<file path="config.mk">
export PLATFORM = sky130hd
export DESIGN_NAME = snake_game_ctrl
export DESIGN_NICKNAME = d
export VERILOG_FILES = /design/src/rtl/snake_pkg.sv /design/src/rtl/snake_dir_arb.sv /design/src/rtl/snake_game_ctrl.sv
export SDC_FILE = /design/constraint.sdc
export NUM_CORES = 1
export LEC_CHECK = 0
export BUFFER_PORTS_ARGS = -buffer_cell sky130_fd_sc_hd__buf_2
export CORE_MARGIN = 5
export CORE_UTILIZATION = 40
export CTS_CLUSTER_DIAMETER = 200
export DETAILED_ROUTE_END_ITERATION = 10
export GPL_TIMING_DRIVEN = 0
export HOLD_SLACK_MARGIN = 0.08
export PLACE_DENSITY_LB_ADDON = 0.12
export SLEW_MARGIN = 0
export SYNTH_ARGS = -nofsm -noshare
export SYNTH_HDL_FRONTEND = slang
export SYNTH_SLANG_ARGS = --single-unit
</file>
<file path="constraint.sdc">
create_clock -name clk50 -period 2.71 [get_ports clk50]
set_input_delay 0.6775 -clock clk50 [delete_from_list [all_inputs] [get_ports clk50]]
set_output_delay 0.6775 -clock clk50 [all_outputs]
set_load 0.005 [all_outputs]
</file>
<file path="src/rtl/snake_pkg.sv">
// Shared codes for the snake game: move directions, game states and direction reversal.
// Used by the game controller and the snake/apple datapath.
package snake_pkg;

    localparam logic [1:0] DIR_RIGHT = 2'd0;
    localparam logic [1:0] DIR_DOWN  = 2'd1;
    localparam logic [1:0] DIR_LEFT  = 2'd2;
    localparam logic [1:0] DIR_UP    = 2'd3;

    typedef enum logic [1:0] {
        ST_IDLE = 2'd0,
        ST_INIT = 2'd1,
        ST_RUN  = 2'd2,
        ST_OVER = 2'd3
    } state_t;

    // Opposite directions differ only in the MSB of the code.
    function automatic logic [1:0] reverse_dir(input logic [1:0] i_d);
        return i_d ^ 2'b10;
    endfunction

endpackage

</file>
<file path="src/rtl/snake_dir_arb.sv">
// Button synchronizers and direction arbitration: up > left > down > right, a reversing
// request blocks the whole cycle, and the winner is held in the pending register.
module snake_dir_arb
    import snake_pkg::*;
(
    input  logic       i_clk,
    input  logic       i_rst_n,
    input  logic       i_en,
    input  logic       i_clr,
    input  logic       i_up,
    input  logic       i_down,
    input  logic       i_left,
    input  logic       i_right,
    input  logic [1:0] i_dir,
    output logic [1:0] o_pending
);

    logic [3:0] r_btn_s1;
    logic [3:0] r_btn_s2;
    logic [1:0] r_pending;
    logic       w_req;
    logic [1:0] w_code;

    always_ff @(posedge i_clk or negedge i_rst_n) begin
        if (!i_rst_n) begin
            r_btn_s1 <= '0;
            r_btn_s2 <= '0;
        end else begin
            r_btn_s1 <= {i_up, i_left, i_down, i_right};
            r_btn_s2 <= r_btn_s1;
        end
    end

    always_comb begin
        w_req  = 1'b1;
        w_code = DIR_RIGHT;
        if (r_btn_s2[3])      w_code = DIR_UP;
        else if (r_btn_s2[2]) w_code = DIR_LEFT;
        else if (r_btn_s2[1]) w_code = DIR_DOWN;
        else if (r_btn_s2[0]) w_code = DIR_RIGHT;
        else                  w_req  = 1'b0;
    end

    always_ff @(posedge i_clk or negedge i_rst_n) begin
        if (!i_rst_n) begin
            r_pending <= DIR_RIGHT;
        end else if (i_clr) begin
            r_pending <= DIR_RIGHT;
        end else if (i_en && w_req && (w_code != reverse_dir(i_dir))) begin
            r_pending <= w_code;
        end
    end

    assign o_pending = r_pending;

endmodule

</file>
<file path="src/rtl/snake_game_ctrl.sv">
// Snake game sequencer: move-step timer, direction commit, game FSM and saturating score.
// Optional build macro SNAKE_SPEEDUP_EN shortens the step period with every apple eaten.
//
// state | meaning
// IDLE  | after reset, waiting for a start edge
// INIT  | one cycle, datapath loads snake/apples, counters cleared
// RUN   | game running, steps issued every period cycles
// OVER  | collision seen, display blanked, waiting for a start edge
module snake_game_ctrl
    import snake_pkg::*;
#(
    parameter int STEP_DIV = 10_000_000,
    parameter int MIN_DIV  = 2_000_000,
    parameter int DIV_DEC  = 500_000,
    parameter int SCORE_W  = 8
) (
    input  logic               clk50,
    input  logic               reset_n,
    input  logic               up,
    input  logic               down,
    input  logic               left,
    input  logic               right,
    input  logic               start,
    input  logic               wall_hit,
    input  logic               apple_hit,
    output logic               step,
    output logic [1:0]         dir,
    output logic               init,
    output logic [1:0]         state,
    output logic               game_over,
    output logic [SCORE_W-1:0] score
);

    localparam int            TW          = $clog2(STEP_DIV + 1);
    localparam logic [TW-1:0] PERIOD_INIT = TW'(STEP_DIV);
    localparam logic [TW-1:0] ONE_T       = TW'(1);

    if (STEP_DIV < 2 || MIN_DIV < 2 || MIN_DIV > STEP_DIV || DIV_DEC < 0) begin : g_bad_cfg
        $error("snake_game_ctrl: step period parameters out of range");
    end

    state_t             r_state;
    state_t             w_state_nxt;
    logic               r_start_s1;
    logic               r_start_s2;
    logic               r_start_d;
    logic               w_start_edge;
    logic [TW-1:0]      r_timer;
    logic [TW-1:0]      w_period;
    logic               w_tc;
    logic               w_enter_init;
    logic               w_step_nxt;
    logic               w_over_nxt;
    logic               r_step;
    logic               r_init;
    logic               r_game_over;
    logic [1:0]         r_dir;
    logic [1:0]         w_pending;
    logic [SCORE_W-1:0] r_score;

    always_ff @(posedge clk50 or negedge reset_n) begin
        if (!reset_n) begin
            r_start_s1 <= 1'b0;
            r_start_s2 <= 1'b0;
            r_start_d  <= 1'b0;
        end else begin
            r_start_s1 <= start;
            r_start_s2 <= r_start_s1;
            r_start_d  <= r_start_s2;
        end
    end

    assign w_start_edge = r_start_s2 & ~r_start_d;

    snake_dir_arb u_dir_arb (
        .i_clk     (clk50),
        .i_rst_n   (reset_n),
        .i_en      (r_state == ST_RUN),
        .i_clr     (w_enter_init),
        .i_up      (up),
        .i_down    (down),
        .i_left    (left),
        .i_right   (right),
        .i_dir     (r_dir),
        .o_pending (w_pending)
    );

    always_ff @(posedge clk50 or negedge reset_n) begin
        if (!reset_n) begin
            r_state     <= ST_IDLE;
            r_step      <= 1'b0;
            r_init      <= 1'b0;
            r_game_over <= 1'b0;
        end else begin
            r_state     <= w_state_nxt;
            r_step      <= w_step_nxt;
            r_init      <= w_enter_init;
            r_game_over <= w_over_nxt;
        end
    end

    always_comb begin
        w_state_nxt = r_state;
        case (r_state)
            ST_IDLE: if (w_start_edge) w_state_nxt = ST_INIT;
            ST_INIT: w_state_nxt = ST_RUN;
            ST_RUN:  if (wall_hit) w_state_nxt = ST_OVER;
            ST_OVER: if (w_start_edge) w_state_nxt = ST_INIT;
            default: w_state_nxt = ST_IDLE;
        endcase
    end

    // A collision on the terminal-count cycle suppresses the step and the dir commit.
    always_comb begin
        w_enter_init = (w_state_nxt == ST_INIT);
        w_step_nxt   = w_tc & ~wall_hit;
        w_over_nxt   = (w_state_nxt == ST_OVER);
    end

    assign w_tc = (r_state == ST_RUN) && (r_timer == (w_period - ONE_T));

    // The INIT cycle counts as timer tick 0, so the first step lands one period after init.
    always_ff @(posedge clk50 or negedge reset_n) begin
        if (!reset_n) begin
            r_timer <= '0;
        end else if (w_enter_init) begin
            r_timer <= '0;
        end else if (r_state == ST_INIT) begin
            r_timer <= r_timer + ONE_T;
        end else if ((r_state == ST_RUN) && !wall_hit) begin
            r_timer <= w_tc ? '0 : (r_timer + ONE_T);
        end
    end

    always_ff @(posedge clk50 or negedge reset_n) begin
        if (!reset_n) begin
            r_dir <= DIR_RIGHT;
        end else if (w_enter_init) begin
            r_dir <= DIR_RIGHT;
        end else if (w_step_nxt) begin
            r_dir <= w_pending;
        end
    end

    always_ff @(posedge clk50 or negedge reset_n) begin
        if (!reset_n) begin
            r_score <= '0;
        end else if (w_enter_init) begin
            r_score <= '0;
        end else if ((r_state == ST_RUN) && apple_hit && (r_score != {SCORE_W{1'b1}})) begin
            r_score <= r_score + SCORE_W'(1);
        end
    end

`ifdef SNAKE_SPEEDUP_EN
    localparam logic [TW-1:0] MIN_P = TW'(MIN_DIV);
    localparam logic [TW-1:0] DEC_P = TW'(DIV_DEC);

    logic [TW-1:0] r_period;
    logic [TW-1:0] r_period_pend;

    // Apples update the pending period; the live period only changes at a timer wrap.
    always_ff @(posedge clk50 or negedge reset_n) begin
        if (!reset_n) begin
            r_period      <= PERIOD_INIT;
            r_period_pend <= PERIOD_INIT;
        end else if (w_enter_init) begin
            r_period      <= PERIOD_INIT;
            r_period_pend <= PERIOD_INIT;
        end else begin
            if ((r_state == ST_RUN) && apple_hit) begin
                r_period_pend <= (r_period_pend > (MIN_P + DEC_P)) ? (r_period_pend - DEC_P) : MIN_P;
            end
            if (w_tc) begin
                r_period <= r_period_pend;
            end
        end
    end

    assign w_period = r_period;
`else
    assign w_period = PERIOD_INIT;
`endif

    assign step      = r_step;
    assign dir       = r_dir;
    assign init      = r_init;
    assign state     = r_state;
    assign game_over = r_game_over;
    assign score     = r_score;

endmodule

</file>
* Word-level counts from Yosys, hierarchy flattened
Cells that the tools add are included.
** Word-level totals
- Register bits :: 52
- Input bits :: 9
- Output and inout bits :: 15
- Logic and storage cells :: 61
** Cells by class
- Add/subtract/negate cells :: 2
- Equal/unequal tests :: 8
- Multiplexer cells :: 20
- Bitwise operators :: 5
- Reduce and logical (&&, ||, !) cells :: 13
** Operators by type and width (number)
- 2-to-1 mux 24 bit :: 4
- adder 24 x 1 -> 24 bit, second input constant :: 1
- == test 24 bit, second input constant :: 1
- 2-to-1 mux 2 bit :: 8
- 2-to-1 mux 8 bit :: 2
- adder 8 x 1 -> 8 bit, second input constant :: 1
- inequality test 8 bit, second input constant :: 1
- == test 2 bit, second input constant :: 3
- logical AND 1 bit :: 6
- one-hot mux 2 bit (3 select lines) :: 1
- nonzero test 2 bit :: 3
- 2-to-1 mux 1 bit :: 5
- == test 2 x 1 -> 1 bit, second input constant :: 2
- inverter 1 bit :: 3
- nonzero test 3 bit :: 1
- bitwise AND 1 bit :: 2
- logical NOT 2 bit :: 1
- inequality test 2 bit :: 1
- OR reduction 2 bit :: 1
- logical NOT 1 bit :: 1

* Longest topological paths before layout
- Depth after elaboration :: 8
- Mapped depth :: 9
- Mapped depth without buffers :: 7

* By module
Synthesis repeated with hierarchy kept, for this count alone.
** Second synthesis, totals
- Cells, all modules :: 245
- Area total of the unflattened synthesis :: 2523.7 um^2
** By module, submodules not included
- snake_game_ctrl :: times used 1, cells each 219, area each 2152.1 um^2, sequential area each 1051.0 um^2
- snake_dir_arb :: times used 1, cells each 26, area each 371.6 um^2, sequential area each 250.2 um^2

* Least setup slack after synthesis
No wires, ideal clock.
- Kind :: register -> register
- Start point :: register r_state[0], in the netlist state[0]
- End point :: register r_timer[1]
- Library setup time :: 119 ps
- Data arrival time :: 1949 ps
- Data required time :: 2591 ps
- Setup slack :: 642 ps
- Cell stages (with the launch flop) :: 10
- Buffers on the path :: 2
- Period minus slack after synthesis :: 2068 ps
- Path through :: dfrtp_1 inv_1 ha_1 nand2b_1 nand2_1 o22ai_2 buf_4 buf_2 mux2i_1 nor2_2
** Between the ends
- Longest elaborated chain between the ends :: 6
- Elaborated cells on any way between the ends :: 16
- Classes of those cells :: eq/ne: 4; mux: 7; reduce/logical: 5
** Ends and longest elaborated chain
- start, declared :: line snake_game_ctrl.sv:42 : state_t r_state;
- start signal, assigned :: line snake_game_ctrl.sv:95 : r_state <= w_state_nxt;
- branches (longest 6 deep; another with one-hot mux 2 bit (3 select lines))
- end signal, assigned :: line snake_game_ctrl.sv:129 : r_timer <= r_timer + ONE_T;
- end signal, assigned :: line snake_game_ctrl.sv:131 : r_timer <= w_tc ? '0 : (r_timer + ONE_T);
- end, declared :: line snake_game_ctrl.sv:48 : logic [TW-1:0] r_timer;
Several ways; the timed one is not identified. The select of a mux whose other input is x is not followed.
A chain may end at the register's enable or synchronous reset.

* Worst setup path after layout
Ends and elaborated chain as after synthesis.

==> key figures <==
Yosys
  – Synth async-reset ratio: 100%
  – Count of unique library cells instantiated by Yosys: 56
  – Number of warning messages in the yosys log: 0
  – Biggest area consumer among synthesized cells: dfrtp_1
  – EDFF count, synth: 0
  – Synth Flop Type: dfrtp_1
  – Area of the mapped netlist: 2760 sq um
  – Proportion of synthesized chip area in sequential cells: 47.2%
  – Cells taking the most area after synthesis: dfrtp_1, a21oi_2, o21ai_0
  – Flip-flop and latch count after synthesis: 52
  – Fraction of post-synthesis cell area in the top cell type by area: 47.2%
  – Synthesized area divided by synthesized cell count: ~11 sq um
  – Net count of the mapped netlist: 272
  – Number of cells produced by synthesis: between 200 and 300

Die
  – Initial standard-cell utilization of the core: 40.8%
  – Number of core rows: 30
  – Die H: 93.1 um
  – Number of top-level design ports: 24
  – Die outline width: 93.1 um
  – Placeable core region: 6760 sq um
  – Die Outline Area: 8660 sq um

Worst hold path
  – Worst min-delay path category: flop to flop

Pwr
  – Net switching power: 1.09 mW
  – Proportion of power drawn by combinational gates: 43.0%
  – Maximum ir drop on the vdd rail: 0.426 mV
  – Share of total power in the clock network: between 20% and 30%
  – Pwr/cell area: 867 nW/um^2
  – Internal Pwr Total: between 1.5 and 2 mW
  – Static leakage power: 1.27 nW
  – Sequential share of power: 36.0%
  – Switching fraction of total power: 40.3%

Timing
  – Post-layout minimum cycle time: ~2400 ps
  – Setup repair after global routing missed its margin: no
  – Max Fclk: 415 MHz
  – Hold violation count in the final report: 0
  – Worst Skew: 9.11 ps
  – Pins over their slew limit: 0
  – Slew headroom: between 20% and 30%
  – Setup TNS after final layout: 0 ps
  – Fin crit share: 88.9%
  – Worst-Margin Slew: approximately 1200 ps
  – Number of endpoints failing setup at the final stage: 0

Job
  – Max cap viols: 0

Finish
  – Final net count: around 300
  – Sequential cell area in the final layout: 1300 sq um
  – Most common library cell in the layout ignoring fill and taps: dfrtp_1
  – Layout area overhead: 12.9%
  – Footprint of the multi-input gates: about 1400 sq um
  – Top library cells by usage in the layout, fill and taps aside: dfrtp_1, buf_2, a21oi_2
  – Ratio of cells with drive above 1 in the final layout: 26.5%
  – Final Non-Filler Cells: 371
  – Fill cells: 666
  – ANT cells: 0

CTS
  – Buffer type at the clock tree root: clkbuf_8
  – Worst-skew pair later-pin latency: roughly 310 ps
  – CTS Hold Buffers Added: 0
  – Num Clock Sinks: 52
  – TritonCTS clock tree: yes
  – Clock transition at path regs: around 110 ps
  – Clock buffer depth: 2
  – Number of buffers created by CTS: 5
  – Level count of the clock H-tree: 2

Critical path
  – Required time at the worst-slack endpoint: about 2900 ps
  – CP Class: flop to flop
  – Critical-path maximum fanout: 10
  – Worst Path Arrival: 2620 ps
  – Library cell contributing the largest single delay on the critical path: dfrtp_1
  – Cell chain of the critical path: inv_1, ha_1, nand2b_1, nand2_1, o22ai_4, buf_4, buf_2, mux2i_1, nor2_2
  – Setup crit start kind: flop
  – Worst path max stage delay: 420 ps
  – Element type at the critical path end: flop

Routing
  – Vias per cell: 5.60
  – Number of iterations in the first detailed-routing pass: 5
  – Via count: 2076
  – Post-detailed-route wirelength per cell: 15.7 um
  – Iter 0 DRT Violations: 77
  – Total wire length: about 5.8 mm
  – Number of antenna-violating nets in the routed design: 0
  – Residual DRC count: 0

Place
  – RePlAce Congestion: 0.782
  – Placed wire-length estimate after detailed placement: 4.09 mm
  – Input/output buffers: 23
  – DP Cell Count: about 360

Global routing
  – Global route total overflow: 0
  – Antenna violations before repair: 0
  – Pin count of the biggest net entering global routing: 53
  – Total GRT Usage: 14.7%
  – Number of global-route vias before repair: about 2000
  – First-pass GRT wire length: around 10 mm

Run status
  – Result of the run: finished, final reports clean
==> final timing paths <==
kind,startpoint,endpoint,slack (ps),depth (start not counted)
setup / recovery,state[0],r_timer[1],300,9
hold / removal,u_dir_arb.r_btn_s1[0],u_dir_arb.r_btn_s2[0],360,0
setup reg to reg,state[0],r_timer[1],300,9
hold reg to reg,u_dir_arb.r_btn_s1[0],u_dir_arb.r_btn_s2[0],360,0
max in group asynchronous,reset_n,r_timer[8],1400,1
min in group asynchronous,reset_n,u_dir_arb.o_pending[0],590,1
==> sequential cells by signal, summed over array words and instances (netlist names) <==
signal and flops:
score 8, u_dir_arb.o_pending 2, dir 2, init 1, state 2, u_dir_arb.r_btn_s1 4
r_start_d 1, u_dir_arb.r_btn_s2 4, r_start_s1 1, r_timer 24, step 1, game_over 1
r_start_s2 1
==> logic make-up (layout without fill, tap and decap cells) <==
kind of cell               Yosys count  in the layout  synth area share, %
and+or+nand+nor                    110            110                 25.5
AOI/OAI and AO/OA                   64             64                 17.8
DFF                                 52             52                 47.2
buffers and inverters               16             49                 3.58
xor gates and xnor gates             7              7                 2.22
adders and majority gates            5              5                 2.27
muxes                                4              4                 1.45
==> synthesized netlist by cell type (5+ instances only) <==
master	instances
or3_1	12
a21oi_2	19
nand4_1	9
inv_1	10
nor2_1	16
dfrtp_1	52
o21ai_0	16
o31ai_1	7
nand3_1	15
nand2_1	10
ha_1	5
or4_1	5
a21oi_1	7
nor3_1	5
xnor2_1	5
==> power groups by stage <==
stage               clock, mW  sequential, mW  combinational, mW
floorplan                   0           0.972              0.795
global placement            0           0.986               1.10
detailed placement          0           0.987               1.10
CTS                     0.588           0.972               1.11
global route            0.629           0.987               1.28
finish                  0.568           0.972               1.16
==> what timing repair did <==
action / CTS / global route
endpoints found under the setup margin: 0 / 10
endpoints found under the hold margin: 0 / 0
setup buffers: 0 / 2
gates resized for setup: 0 / 1
==> final cells by class <==
| class | count | share of cell area [%] |
|---|---|---|
| well taps | 80 | 3.21 |
| repair buffers | 25 | 4.18 |
| clock buffers | 5 | 2.21 |
| plain buffers | 6 | 1.97 |
| inverters | 10 | 1.20 |
| multi-input cells | 190 | 43.9 |
| clock inverters | 3 | 1.61 |
| flip-flops and latches | 52 | 41.8 |
==> per-stage QoR <==
stage	worst slack [ps]	cell area (sq um)	power [mW]	hold slack [ps]	utilization, %
after floorplan	642	2760	1.77	331	-
after global placement	68.5	2970	2.08	331	44.0
after detailed placement	73.0	2970	2.09	336	44.0
after CTS	45.1	3090	2.67	361	45.8
after global routing	70.7	3120	2.89	374	46.1
final	301	3120	2.70	357	46.1
==> critical path, delay by kind of cell, from the launching register on <==
family | cells | cell delay, ps
flip-flops | 1 | 420
buffers and inverters | 3 | 570
AO/OA/AOI/OAI | 1 | 260
multiplexers | 1 | 240
AND/OR/NAND/NOR | 3 | 500
adder cells (fa/ha/maj) | 1 | 300
==> per-layer routing <==
metal | vias to the layer above | wire length [um] | track usage, %
met2 | 27 | 2630 | 22.7
li1 | 1036 | - | -
met1 | 1007 | 2920 | 20.7
met4 | 0 | 60 | 3.66
met5 | - | 0 | 0
met3 | 6 | 208 | 3.70
No activity file was read; power rests on OpenSTA's default activity.
